### config.mk
export PLATFORM = sky130hd
export DESIGN_NAME = roi_apb_master
export DESIGN_NICKNAME = d
export VERILOG_FILES = /design/src/rtl/roi_pkg.sv /design/src/rtl/roi_apb_master.sv
export SDC_FILE = /design/constraint.sdc
export NUM_CORES = 1
export LEC_CHECK = 0
export BUFFER_PORTS_ARGS = -buffer_cell sky130_fd_sc_hd__buf_2
export CAP_MARGIN = 25
export CORE_MARGIN = 3
export CORE_UTILIZATION = 53
export DETAILED_ROUTE_END_ITERATION = 10
export GPL_ROUTABILITY_DRIVEN = 0
export PLACE_DENSITY = 0.79
export SETUP_SLACK_MARGIN = 0.4
export SYNTH_ARGS = -nofsm -noshare
export SYNTH_HDL_FRONTEND = slang
export SYNTH_SLANG_ARGS = --single-unit
### constraint.sdc
create_clock -name clk_i -period 4.6 [get_ports clk_i]
set_input_delay 0.69 -clock clk_i [delete_from_list [all_inputs] [get_ports clk_i]]
set_output_delay 0.69 -clock clk_i [all_outputs]
set_load 0.02 [all_outputs]
### src/rtl/roi_pkg.sv
// Shared types and helpers for the ROI-to-APB register writer.
package roi_pkg;

    localparam int unsigned MAX_HALF_W = 32;

    localparam logic ADDR_XY0 = 1'b0;
    localparam logic ADDR_XY1 = 1'b1;

    typedef enum logic [2:0] {
        ST_IDLE   = 3'd0,
        ST_SETUP  = 3'd1,
        ST_ACCESS = 3'd2,
        ST_NEXT   = 3'd3,
        ST_DONE   = 3'd4,
        ST_ERR    = 3'd5
    } roi_state_e;

    // Place y above x; half_w is the coordinate width used by the caller.
    function automatic logic [2*MAX_HALF_W-1:0] pack_xy(
        input logic [MAX_HALF_W-1:0] y,
        input logic [MAX_HALF_W-1:0] x,
        input int unsigned           half_w
    );
        return ((2*MAX_HALF_W)'(y) << half_w) | (2*MAX_HALF_W)'(x);
    endfunction

endpackage

### src/rtl/roi_apb_master.sv
// Accepts an ROI command, validates it and writes both corner words over APB.
module roi_apb_master
    import roi_pkg::*;
#(
    parameter int unsigned WIDTH   = 800,
    parameter int unsigned HEIGHT  = 600,
    parameter int unsigned BIT_C   = 32,
    parameter int unsigned TIMEOUT = 16
) (
    input  logic               clk_i,
    input  logic               arst_ni,
    input  logic               cmd_valid_i,
    output logic               cmd_ready_o,
    input  logic [BIT_C/2-1:0] cmd_x0_i,
    input  logic [BIT_C/2-1:0] cmd_y0_i,
    input  logic [BIT_C/2-1:0] cmd_x1_i,
    input  logic [BIT_C/2-1:0] cmd_y1_i,
    output logic               apb_psel_o,
    output logic               apb_penable_o,
    output logic               apb_pwrite_o,
    output logic               apb_paddr_o,
    output logic [BIT_C-1:0]   apb_pwdata_o,
    input  logic               apb_pready_i,
    input  logic               apb_pslverr_i,
    output logic               busy_o,
    output logic               done_o,
    output logic               err_o
);

    localparam int unsigned HALF_W = BIT_C / 2;
    localparam int unsigned WAIT_W = $clog2(TIMEOUT + 1);

    roi_state_e         state_q, state_d;
    logic               idx_q, idx_d;
    logic [WAIT_W-1:0]  wait_q, wait_d;
    logic [HALF_W-1:0]  x0_q, y0_q, x1_q, y1_q;
    logic [HALF_W-1:0]  x0_d, y0_d, x1_d, y1_d;

    logic               ready_d, psel_d, penable_d, pwrite_d, paddr_d;
    logic [BIT_C-1:0]   pwdata_d;
    logic               busy_d, done_d, err_d;

    logic               cmd_ok_c;
    logic [BIT_C-1:0]   word0_in_c, word1_reg_c;

    assign cmd_ok_c = (cmd_x0_i <= cmd_x1_i) && (cmd_y0_i <= cmd_y1_i) &&
                      (cmd_x1_i < HALF_W'(WIDTH)) && (cmd_y1_i < HALF_W'(HEIGHT));

    // Word 0 is launched from the command inputs, word 1 from the captured corners.
    assign word0_in_c  = BIT_C'(pack_xy(MAX_HALF_W'(cmd_y0_i), MAX_HALF_W'(cmd_x0_i), HALF_W));
    assign word1_reg_c = BIT_C'(pack_xy(MAX_HALF_W'(y1_q), MAX_HALF_W'(x1_q), HALF_W));

    // Next-state and next-output logic.
    always_comb begin
        state_d   = state_q;
        idx_d     = idx_q;
        wait_d    = wait_q;
        x0_d      = x0_q;
        y0_d      = y0_q;
        x1_d      = x1_q;
        y1_d      = y1_q;
        ready_d   = 1'b0;
        psel_d    = 1'b0;
        penable_d = 1'b0;
        pwrite_d  = 1'b0;
        paddr_d   = 1'b0;
        pwdata_d  = '0;
        busy_d    = 1'b0;
        done_d    = 1'b0;
        err_d     = 1'b0;

        unique case (state_q)
            ST_IDLE: begin
                if (cmd_valid_i && cmd_ready_o) begin
                    x0_d = cmd_x0_i;
                    y0_d = cmd_y0_i;
                    x1_d = cmd_x1_i;
                    y1_d = cmd_y1_i;
                    if (cmd_ok_c) begin
                        state_d  = ST_SETUP;
                        idx_d    = 1'b0;
                        wait_d   = '0;
                        psel_d   = 1'b1;
                        pwrite_d = 1'b1;
                        paddr_d  = ADDR_XY0;
                        pwdata_d = word0_in_c;
                        busy_d   = 1'b1;
                    end else begin
                        state_d = ST_ERR;
                        err_d   = 1'b1;
                    end
                end else begin
                    ready_d = 1'b1;
                end
            end
            ST_SETUP: begin
                state_d   = ST_ACCESS;
                psel_d    = 1'b1;
                penable_d = 1'b1;
                pwrite_d  = 1'b1;
                paddr_d   = apb_paddr_o;
                pwdata_d  = apb_pwdata_o;
                busy_d    = 1'b1;
            end
            ST_ACCESS: begin
                if (apb_pready_i) begin
                    if (apb_pslverr_i) begin
                        state_d = ST_ERR;
                        err_d   = 1'b1;
                    end else if (idx_q == 1'b0) begin
                        state_d = ST_NEXT;
                        busy_d  = 1'b1;
                    end else begin
                        state_d = ST_DONE;
                        done_d  = 1'b1;
                    end
                end else if (wait_q == WAIT_W'(TIMEOUT - 1)) begin
                    state_d = ST_ERR;
                    err_d   = 1'b1;
                end else begin
                    wait_d    = wait_q + WAIT_W'(1);
                    psel_d    = 1'b1;
                    penable_d = 1'b1;
                    pwrite_d  = 1'b1;
                    paddr_d   = apb_paddr_o;
                    pwdata_d  = apb_pwdata_o;
                    busy_d    = 1'b1;
                end
            end
            ST_NEXT: begin
                state_d  = ST_SETUP;
                idx_d    = 1'b1;
                wait_d   = '0;
                psel_d   = 1'b1;
                pwrite_d = 1'b1;
                paddr_d  = ADDR_XY1;
                pwdata_d = word1_reg_c;
                busy_d   = 1'b1;
            end
            ST_DONE, ST_ERR: begin
                state_d = ST_IDLE;
                ready_d = 1'b1;
            end
            default: begin
                state_d = ST_IDLE;
                ready_d = 1'b1;
            end
        endcase
    end

    // State and registered outputs.
    always_ff @(posedge clk_i or negedge arst_ni) begin
        if (!arst_ni) begin
            state_q       <= ST_IDLE;
            idx_q         <= 1'b0;
            wait_q        <= '0;
            x0_q          <= '0;
            y0_q          <= '0;
            x1_q          <= '0;
            y1_q          <= '0;
            cmd_ready_o   <= 1'b1;
            apb_psel_o    <= 1'b0;
            apb_penable_o <= 1'b0;
            apb_pwrite_o  <= 1'b0;
            apb_paddr_o   <= 1'b0;
            apb_pwdata_o  <= '0;
            busy_o        <= 1'b0;
            done_o        <= 1'b0;
            err_o         <= 1'b0;
        end else begin
            state_q       <= state_d;
            idx_q         <= idx_d;
            wait_q        <= wait_d;
            x0_q          <= x0_d;
            y0_q          <= y0_d;
            x1_q          <= x1_d;
            y1_q          <= y1_d;
            cmd_ready_o   <= ready_d;
            apb_psel_o    <= psel_d;
            apb_penable_o <= penable_d;
            apb_pwrite_o  <= pwrite_d;
            apb_paddr_o   <= paddr_d;
            apb_pwdata_o  <= pwdata_d;
            busy_o        <= busy_d;
            done_o        <= done_d;
            err_o         <= err_d;
        end
    end

endmodule

=== Word level (Yosys, flattened, before mapping) ===
Index checks and enable logic that the tools add are counted.

* Add/sub/neg operators: 1
* Order comparisons: 4
* Equal/unequal tests: 9
* Mux-type cells: 45
* Bitwise gates (word level): 3
* Reductions and logical operators: 14

{| class="wikitable"
|+ Operators with widths
! kind !! count
|-
| 2-to-1 mux 32 bit || 4
|-
| one-hot mux 32 bit (4 select lines) || 1
|-
| OR 32 x 16 -> 32 bit || 2
|-
| less-or-equal comparator 16 bit || 2
|-
| < comparator 16 x 10 -> 1 bit (second input constant) || 2
|-
| 2-to-1 mux 1 bit || 21
|-
| 2-to-1 mux 5 bit || 4
|-
| 2-to-1 mux 3 bit || 6
|-
| one-hot mux 5 bit (3 select lines) || 1
|-
| one-hot mux 3 bit (4 select lines) || 1
|-
| one-hot mux 1 bit (3 select lines) || 3
|-
| inequality test 2 bit (second input constant) || 4
|-
| one-hot mux 1 bit (2 select lines) || 4
|-
| == test 3 x 2 -> 1 bit (second input constant) || 2
|-
| AND reduction 2 bit || 3
|-
| adder 5 x 1 -> 5 bit (second input constant) || 1
|-
| == test 5 x 4 -> 1 bit (second input constant) || 1
|-
| AND reduction 5 bit || 1
|-
| logical AND 1 bit || 4
|-
| == test 3 x 1 -> 1 bit (second input constant) || 1
|-
| zero test 3 bit || 1
|-
| inequality test 3 bit (second input constant) || 1
|-
| AND reduction 3 bit || 1
|-
| nonzero test 3 bit || 1
|-
| 4 further kinds || 4
|}

* Flip-flop bits (word level): 80
* Input port bits: 69
* Output and inout bits: 40
* Logic and storage cells: 89

=== Longest topological paths before layout ===
Gate-level depths: netlist of the first run.

* Depth in word-level cells: 7
* Depth in mapped cells: 10

=== Worst setup path before layout of the first run ===
Ideal clock, no wire load.

* Path kind: input to register
* Start point: in cmd_x1_i[10]
* End point: reg apb_pwdata_o[10]
* Arrival: 2.361 ns
* Required time: 4.508 ns
* Path slack: 2.147 ns
* Cell stages on the path: 10
* Buffers on the path: 2
* Path through: inv_1 -> ha_1 -> a21oi_1 -> nand2_1 -> a221oi_1 -> o221ai_2 -> and2_4 -> buf_6 -> buf_6 -> o31ai_2

* Longest elaborated chain between the ends: 7
* Elaborated cells between the ends (all ways): 8
* Those cells by class: order compare (2); mux (3); reduce/logical (3)

{| class="wikitable"
|+ Ends and longest elaborated chain
! item !! RTL line !! text
|-
| start: declaration || roi_apb_master.sv:16 || <nowiki>input logic [BIT_C/2-1:0] cmd_x1_i,</nowiki>
|-
| less-or-equal comparator 16 bit || roi_apb_master.sv:46 || <nowiki>assign cmd_ok_c = (cmd_x0_i <= cmd_x1_i) && (cmd_y0_i <= cmd_y1_i) &&</nowiki>
|-
| logical AND 1 bit || roi_apb_master.sv:46 ||
|-
| logical AND 1 bit (*) || roi_apb_master.sv:46 ||
|-
| logical AND 1 bit (*) || roi_apb_master.sv:47 || <nowiki>(cmd_x1_i < HALF_W'(WIDTH)) && (cmd_y1_i < HALF_W'(HEIGHT));</nowiki>
|-
| 2-to-1 mux 32 bit (*) || roi_apb_master.sv:79 || <nowiki>if (cmd_ok_c) begin</nowiki>
|-
| 2-to-1 mux 32 bit (*) || roi_apb_master.sv:74 || <nowiki>if (cmd_valid_i && cmd_ready_o) begin</nowiki>
|-
| one-hot mux 32 bit (4 select lines) (*) || roi_apb_master.sv:72 || <nowiki>unique case (state_q)</nowiki>
|-
| end signal: assignment || roi_apb_master.sv:183 || <nowiki>apb_pwdata_o <= pwdata_d;</nowiki>
|-
| end: declaration || roi_apb_master.sv:22 || <nowiki>output logic [BIT_C-1:0] apb_pwdata_o,</nowiki>
|}

Every way passes the cells marked *; elsewhere a longest branch is shown, timed or not.
A chain may end at the register's enable or synchronous reset.

=== Worst setup path after layout of the first run ===
* Start point: reg wait_q[0]
* End point: reg apb_pwdata_o[2]

* Longest elaborated chain between the ends: 3

{| class="wikitable"
|+ Ends and longest elaborated chain
! item !! RTL line !! text
|-
| start: declaration || roi_apb_master.sv:35 || <nowiki>logic [WAIT_W-1:0] wait_q, wait_d;</nowiki>
|-
| start signal: assignment || roi_apb_master.sv:173 || <nowiki>wait_q <= wait_d;</nowiki>
|-
| == test 5 x 4 -> 1 bit || roi_apb_master.sv:117 || <nowiki>end else if (wait_q == WAIT_W'(TIMEOUT - 1)) begin</nowiki>
|-
| inequality test 3 bit (no line) || -- ||
|-
| AND reduction 2 bit (no line) || -- ||
|}

Every way passes these cells.

==> impl_metrics.env, run 1 <==
export IMPL_tns_ps=0
export IMPL_grt_overflow_total=0
export IMPL_num_antenna_cells=0
export IMPL_nets=674
export IMPL_row_count=32
export IMPL_clkTransAtPathRegs_ps=80
export IMPL_synth_area_per_cell_um2=9.36
export IMPL_vias_per_cell=6.01
export IMPL_drv_slew=0
export IMPL_io_buffers=108
export IMPL_wl_met3_um=1100
export IMPL_crit_type="reg -> reg"
export IMPL_ys_seq_elements=80
export IMPL_synth_top_family_by_area="compound AO/OA/AOI/OAI gates"
export IMPL_met2_length_um=5910
export IMPL_synth_fa_ha_area_share_pct=9.55
export IMPL_max_cap_violations=0
export IMPL_synthArstFlopShare_pct=100
export IMPL_die_area_mm2=0.00954
export IMPL_layout_common_cells="buf_2 (107), nand2_1 (83), dfrtp_1 (79)"
export IMPL_grt_pass1_vias=3994
export IMPL_ant_nets=0
export IMPL_fin_util_pct=66.0
export IMPL_final_common_cell="buf_2"
export IMPL_cts_tree="done"
export IMPL_htree_levels=3
export IMPL_rr_startpoint="wait_q[0]$_DFFE_PN0P_"
export IMPL_drcViolationCount=0
export IMPL_fmaxAchievable_ghz=0.329
export IMPL_power_density_mw_per_mm2=461
export IMPL_critPathRequiredTime_ps=4850
export IMPL_synth_simple_area_share_pct=13.5
export IMPL_fin_crit_sh_pct=66.1
export IMPL_min_period_ps=3040
export IMPL_hp_class="in -> async"
export IMPL_grt_pass1_wl_um=19700
export IMPL_skew_ps=8.04
export IMPL_hold_violations=0
export IMPL_synth_compound_area_share_pct=24.8
export IMPL_syn_to_final_growth_pct=17.5
export IMPL_die_height_um=97.7
export IMPL_end_kind="register"
export IMPL_antenna_found_initial=0
export IMPL_grt_setup_unrepaired="no"
export IMPL_leakage_nw=2.63
export IMPL_post_cts_resized=0
export IMPL_synthCells=476
export IMPL_worst_slew_pin_slew_ps=832
export IMPL_ctsHoldBuffers=0
export IMPL_worstPathArrival_ps=3290
export IMPL_fill_cells=655
export IMPL_r2r_end="apb_pwdata_o[2]$_DFFE_PN0P_"
export IMPL_endpoint="apb_pwdata_o[2]$_DFFE_PN0P_"
export IMPL_grt_start_max_net_pins=81
export IMPL_die_x_um=97.7
export IMPL_cts_buffers=9
export IMPL_netlist_area_mm2=0.00445
export IMPL_clock_latency_ps=350
export IMPL_yosysWarningCount=0
export IMPL_grt_total_usage_pct=25.3
export IMPL_wl_met1_um=4900
export IMPL_outcome="completed"
export IMPL_io_pins=109
export IMPL_wl_um=12000
export IMPL_ir_drop_uv=247
export IMPL_synth_nets=579
export IMPL_initialDrtViolationCount=318
export IMPL_cp_max_fo=19
export IMPL_initial_core_util_pct=56.2
export IMPL_post_cts_setup_buffers=0
export IMPL_ff2ff_path_depth=9
export IMPL_finalSetupViolCount=0
export IMPL_layout_drive_gt1_share_pct=25.9
export IMPL_ys_seq_area_share_pct=45.0
export IMPL_clockBufferDepth=2
export IMPL_synthXorXnorAreaFrac_pct=0
export IMPL_cp_start_kind="register"
export IMPL_slew_headroom_pct=44.5
export IMPL_cts_root_buf="clkbuf_8"
export IMPL_dp_hpwl_um=8350
export IMPL_yosys_mux_area_fraction_pct=0
export IMPL_wl_per_cell_um=17.7
export IMPL_dr_total_vias=4077
export IMPL_coreArea_mm2=0.00793
export IMPL_synth_edf_count=0
export IMPL_clock_sinks=80
export IMPL_ff2ff_setup_slack_ps=1560
export IMPL_synth_ff_type="dfrtp_1"
export IMPL_drt_first_pass_iters=5
export IMPL_synth_distinct_cells=41
export IMPL_cp_startpoint="wait_q[0]$_DFFE_PN0P_"
export IMPL_top_layer="met4"
worst max-delay path: stages (launching register included):
cell	delay [ps]
dfrtp_1	440
ha_1	250
and3_1	190
ha_1	190
or2_2	380
o21a_1	220
nor2_2	610
buf_4	380
a22oi_1	140
o31ai_1	120
where the power goes:
group | switching (mW) | internal [mW] | total (mW)
Clock | 0.249 | 0.310 | 0.559
Combinational | 0.532 | 0.271 | 0.803
Sequential | 0.144 | 0.905 | 1.05
Total | 0.926 | 1.49 | 2.41
layout make-up:
cell class	instances	area, µm²	area share, %
multi-input combinational	329	2140	40.9
sequential	80	2000	38.3
timing repair buffer	113	601	11.5
clock buffer	14	183	3.49
inverter	38	143	2.73
tap	102	128	2.44
clock inverter	2	35.0	0.669
worst min path at each step:
stage,to,slack (ps),depth (start not counted)
3_5_place_dp,y1_q[0]$_DFFE_PN0P_,460,2
3_3_place_gp,apb_paddr_o$_DFFE_PN0P_,460,1
6_report,x1_q[8]$_DFFE_PN0P_,190,1
5_1_grt,x1_q[8]$_DFFE_PN0P_,200,1
2_1_floorplan,apb_paddr_o$_DFFE_PN0P_,390,0
4_1_cts,apb_paddr_o$_DFFE_PN0P_,490,1
synthesized netlist by cell type (2+ instances only):
cell type	number	area share, %
nor4_1	4	0.56
nand4_1	8	1.1
inv_1	38	3.2
buf_6	7	1.8
o211ai_1	3	0.51
o21a_1	2	0.34
a221oi_1	2	0.39
dfrtp_1	79	44
o31ai_1	21	3.5
nor2b_1	3	0.42
nand2b_1	4	0.56
a22oi_1	33	5.6
a21oi_1	29	3.3
nand2_1	83	7.0
nor2_1	10	0.84
nor3_1	9	1.0
a21o_1	5	0.84
a31oi_1	9	1.3
clkbuf_1	12	1.0
and3_1	3	0.42
or3_1	2	0.28
o21ai_0	36	4.0
o41ai_1	2	0.39
ha_1	34	9.6
o31ai_2	10	2.8
nand3_1	5	0.56
buf_2	9	1.0
kinds of logic (layout without fill, tap and decap cells):
family	Yosys count	in the layout
AO/OA/AOI/OAI	160	160
AND/OR/NAND/NOR	135	135
buffers and inverters	67	167
flip-flops	80	80
adder cells (fa/ha/maj)	34	34
sequential cells by signal (all words and copies together) (netlist names):
name           count
done_o             1
wait_q             5
apb_penable_o      1
apb_pwdata_o      32
err_o              1
apb_pwrite_o       1
cmd_ready_o        1
apb_paddr_o        1
y1_q              16
x1_q              16
idx_q              1
state_q            3
busy_o             1
routing by layer:
| metal | vias up | GRT usage, % |
|---|---|---|
| li1 | 1903 | - |
| met1 | 1947 | 34.0 |
| met2 | 214 | 41.7 |
| met3 | 13 | 4.95 |
| met4 | 0 | 7.24 |
| met5 | - | 0 |
metrics by stage:
step	cells	area [µm²]	hold slack (ps)	setup WS [ps]	total power, mW
after global placement	661	4990	458	1730	1.80
after CTS	677	5210	485	1600	2.41
after global routing	678	5230	199	1430	2.57
after floorplan	476	4450	394	2150	1.59
final	678	5230	195	1560	2.41
after detailed placement	661	4990	464	1640	1.84
Power figures use the tool's default switching activity.
==> inputs of run 2 (changes only) <==
Settings changed: CORE_UTILIZATION 53 to 49, PLACE_DENSITY 0.79 to 0.77.
Clock period 4.6 ns to 2.6 ns, I/O delays scaled along.
==> impl_metrics.env, run 2 (synthesis results as in run 1) <==
export IMPL_fin_hold_ws_ps=1.13
export IMPL_cp_start_kind="input port"
export IMPL_tns_ps=0
export IMPL_num_antenna_cells=0
export IMPL_largest_reg_flops=32
export IMPL_largest_register="apb_pwdata_o"
export IMPL_power_density_mw_per_mm2=846
export IMPL_ir_drop_uv=336
export IMPL_worstPathArrival_ps=2380
export IMPL_clock_sinks=80
export IMPL_initialDrtViolationCount=365
export IMPL_reg_top3="apb_pwdata_o: 32 flops, x1_q: 16 flops, y1_q: 16 flops"
export IMPL_clockBufferDepth=2
export IMPL_instances_no_fill=705
export IMPL_nets=695
export IMPL_skew_ps=7.99
export IMPL_layout_common_cells="buf_2 (107), nand2_1 (83), dfrtp_1 (79)"
export IMPL_coreArea_mm2=0.00876
export IMPL_drt_first_pass_iters=6
export IMPL_layout_drive_gt1_share_pct=30.7
export IMPL_slew_headroom_pct=57.3
export IMPL_dp_hpwl_um=8770
export IMPL_ant_nets=0
export IMPL_cp_max_fo=8
export IMPL_antenna_found_initial=0
export IMPL_wl_per_cell_um=18.7
export IMPL_p_total_mw=4.76
export IMPL_final_common_cell="buf_2"
export IMPL_grt_pass1_wl_um=20400
export IMPL_clock_latency_ps=360
export IMPL_die_x_um=101
export IMPL_syn_to_final_growth_pct=26.3
export IMPL_initial_core_util_pct=50.8
export IMPL_end_kind="register"
export IMPL_fin_crit_sh_pct=82.7
export IMPL_fmaxAchievable_ghz=0.465
export IMPL_vias_per_cell=5.98
export IMPL_worst_slew_pin_slew_ps=639
export IMPL_die_area_mm2=0.0103
export IMPL_hold_violations=0
export IMPL_grt_pass1_vias=4070
export IMPL_fill_cells=733
export IMPL_dr_total_vias=4217
export IMPL_crit_type="in -> reg"
export IMPL_grt_setup_unrepaired="yes"
export IMPL_row_count=34
export IMPL_drcViolationCount=0
export IMPL_outcome="completed"
export IMPL_critPathRequiredTime_ps=2830
export IMPL_hp_class="in -> async"
export IMPL_htree_levels=3
export IMPL_leakage_nw=2.78
export IMPL_wl_um=13200
export IMPL_max_cap_violations=0
export IMPL_grt_start_max_net_pins=47
export IMPL_dp_cells=673
export IMPL_die_height_um=101
export IMPL_min_period_ps=2150
export IMPL_io_buffers=108
export IMPL_finalSetupViolCount=0
export IMPL_grt_total_usage_pct=25.3
export IMPL_cts_buffers=9
export IMPL_clkTransAtPathRegs_ps=90
export IMPL_grt_overflow_total=0
export IMPL_drv_slew=0
export IMPL_cts_tree="done"
export IMPL_ctsHoldBuffers=0
export IMPL_io_pins=109
export IMPL_cts_root_buf="clkbuf_8"
export IMPL_fin_util_pct=64.2
==> run 2: power breakdown <==
| part | leakage [nW] | internal, mW | switching, mW | total, mW |
|---|---|---|---|---|
| combinational | 1.64 | 0.792 | 1.07 | 1.86 |
| sequential | 1.04 | 1.60 | 0.258 | 1.86 |
| clock | 0.106 | 0.566 | 0.473 | 1.04 |
| total | 2.78 | 2.96 | 1.80 | 4.76 |
==> run 2: layout make-up <==
type / instances / area (µm²) / area share [%]
well taps: 108 / 135 / 2.40
repair buffers: 133 / 892 / 15.9
flip-flops and latches: 80 / 2000 / 35.6
inverters: 38 / 143 / 2.54
multi-input cells: 330 / 2230 / 39.6
clock buffers: 11 / 141 / 2.51
clock inverters: 5 / 80.1 / 1.42
==> run 2: through the flow <==
stage	setup WS (ps)	area, µm²
floorplan	391	4470
global placement	168	5100
detailed placement	73.7	5100
CTS	378	5410
global route	356	5620
finish	449	5620
==> run 2: timing repair <==
item                                    4_1_cts  5_1_grt
endpoints found under the setup margin       34       37
pin swaps                                     3        5
setup buffers                                 4        7
cloned                                        2        3
gates resized for setup                       2       19
==> run 2: path summary, 6_finish.rpt <==
check,cells past startpoint,from,slack (ps),to
max in group asynchronous,2,arst_ni,1930,cmd_ready_o$_DFF_PN1_
max reg2reg,10,wait_q[1]$_DFFE_PN0P_,450,apb_paddr_o$_DFFE_PN0P_
min,1,arst_ni,1,apb_pwdata_o[9]$_DFFE_PN0P_
min in group clk_i,3,cmd_y1_i[0],270,y1_q[0]$_DFFE_PN0P_
max,10,cmd_y1_i[13],450,apb_pwdata_o[1]$_DFFE_PN0P_
min reg2reg,1,apb_paddr_o$_DFFE_PN0P_,480,apb_paddr_o$_DFFE_PN0P_
==> run 2: critical path, stage by stage <==
cell and delay (ps):
buf_2 100, inv_1 60, ha_1 300, nand4_1 130, or4_1 530, a21o_1 180
o211ai_1 150, a21o_4 250, buf_4 200, o31ai_1 80
==> run 2: layer usage <==
metal	share of wire (%)	GRT usage, %
met1	41	34.9
met2	49	40.1
met3	8.2	4.27
met4	2.1	9.30
met5	0	0
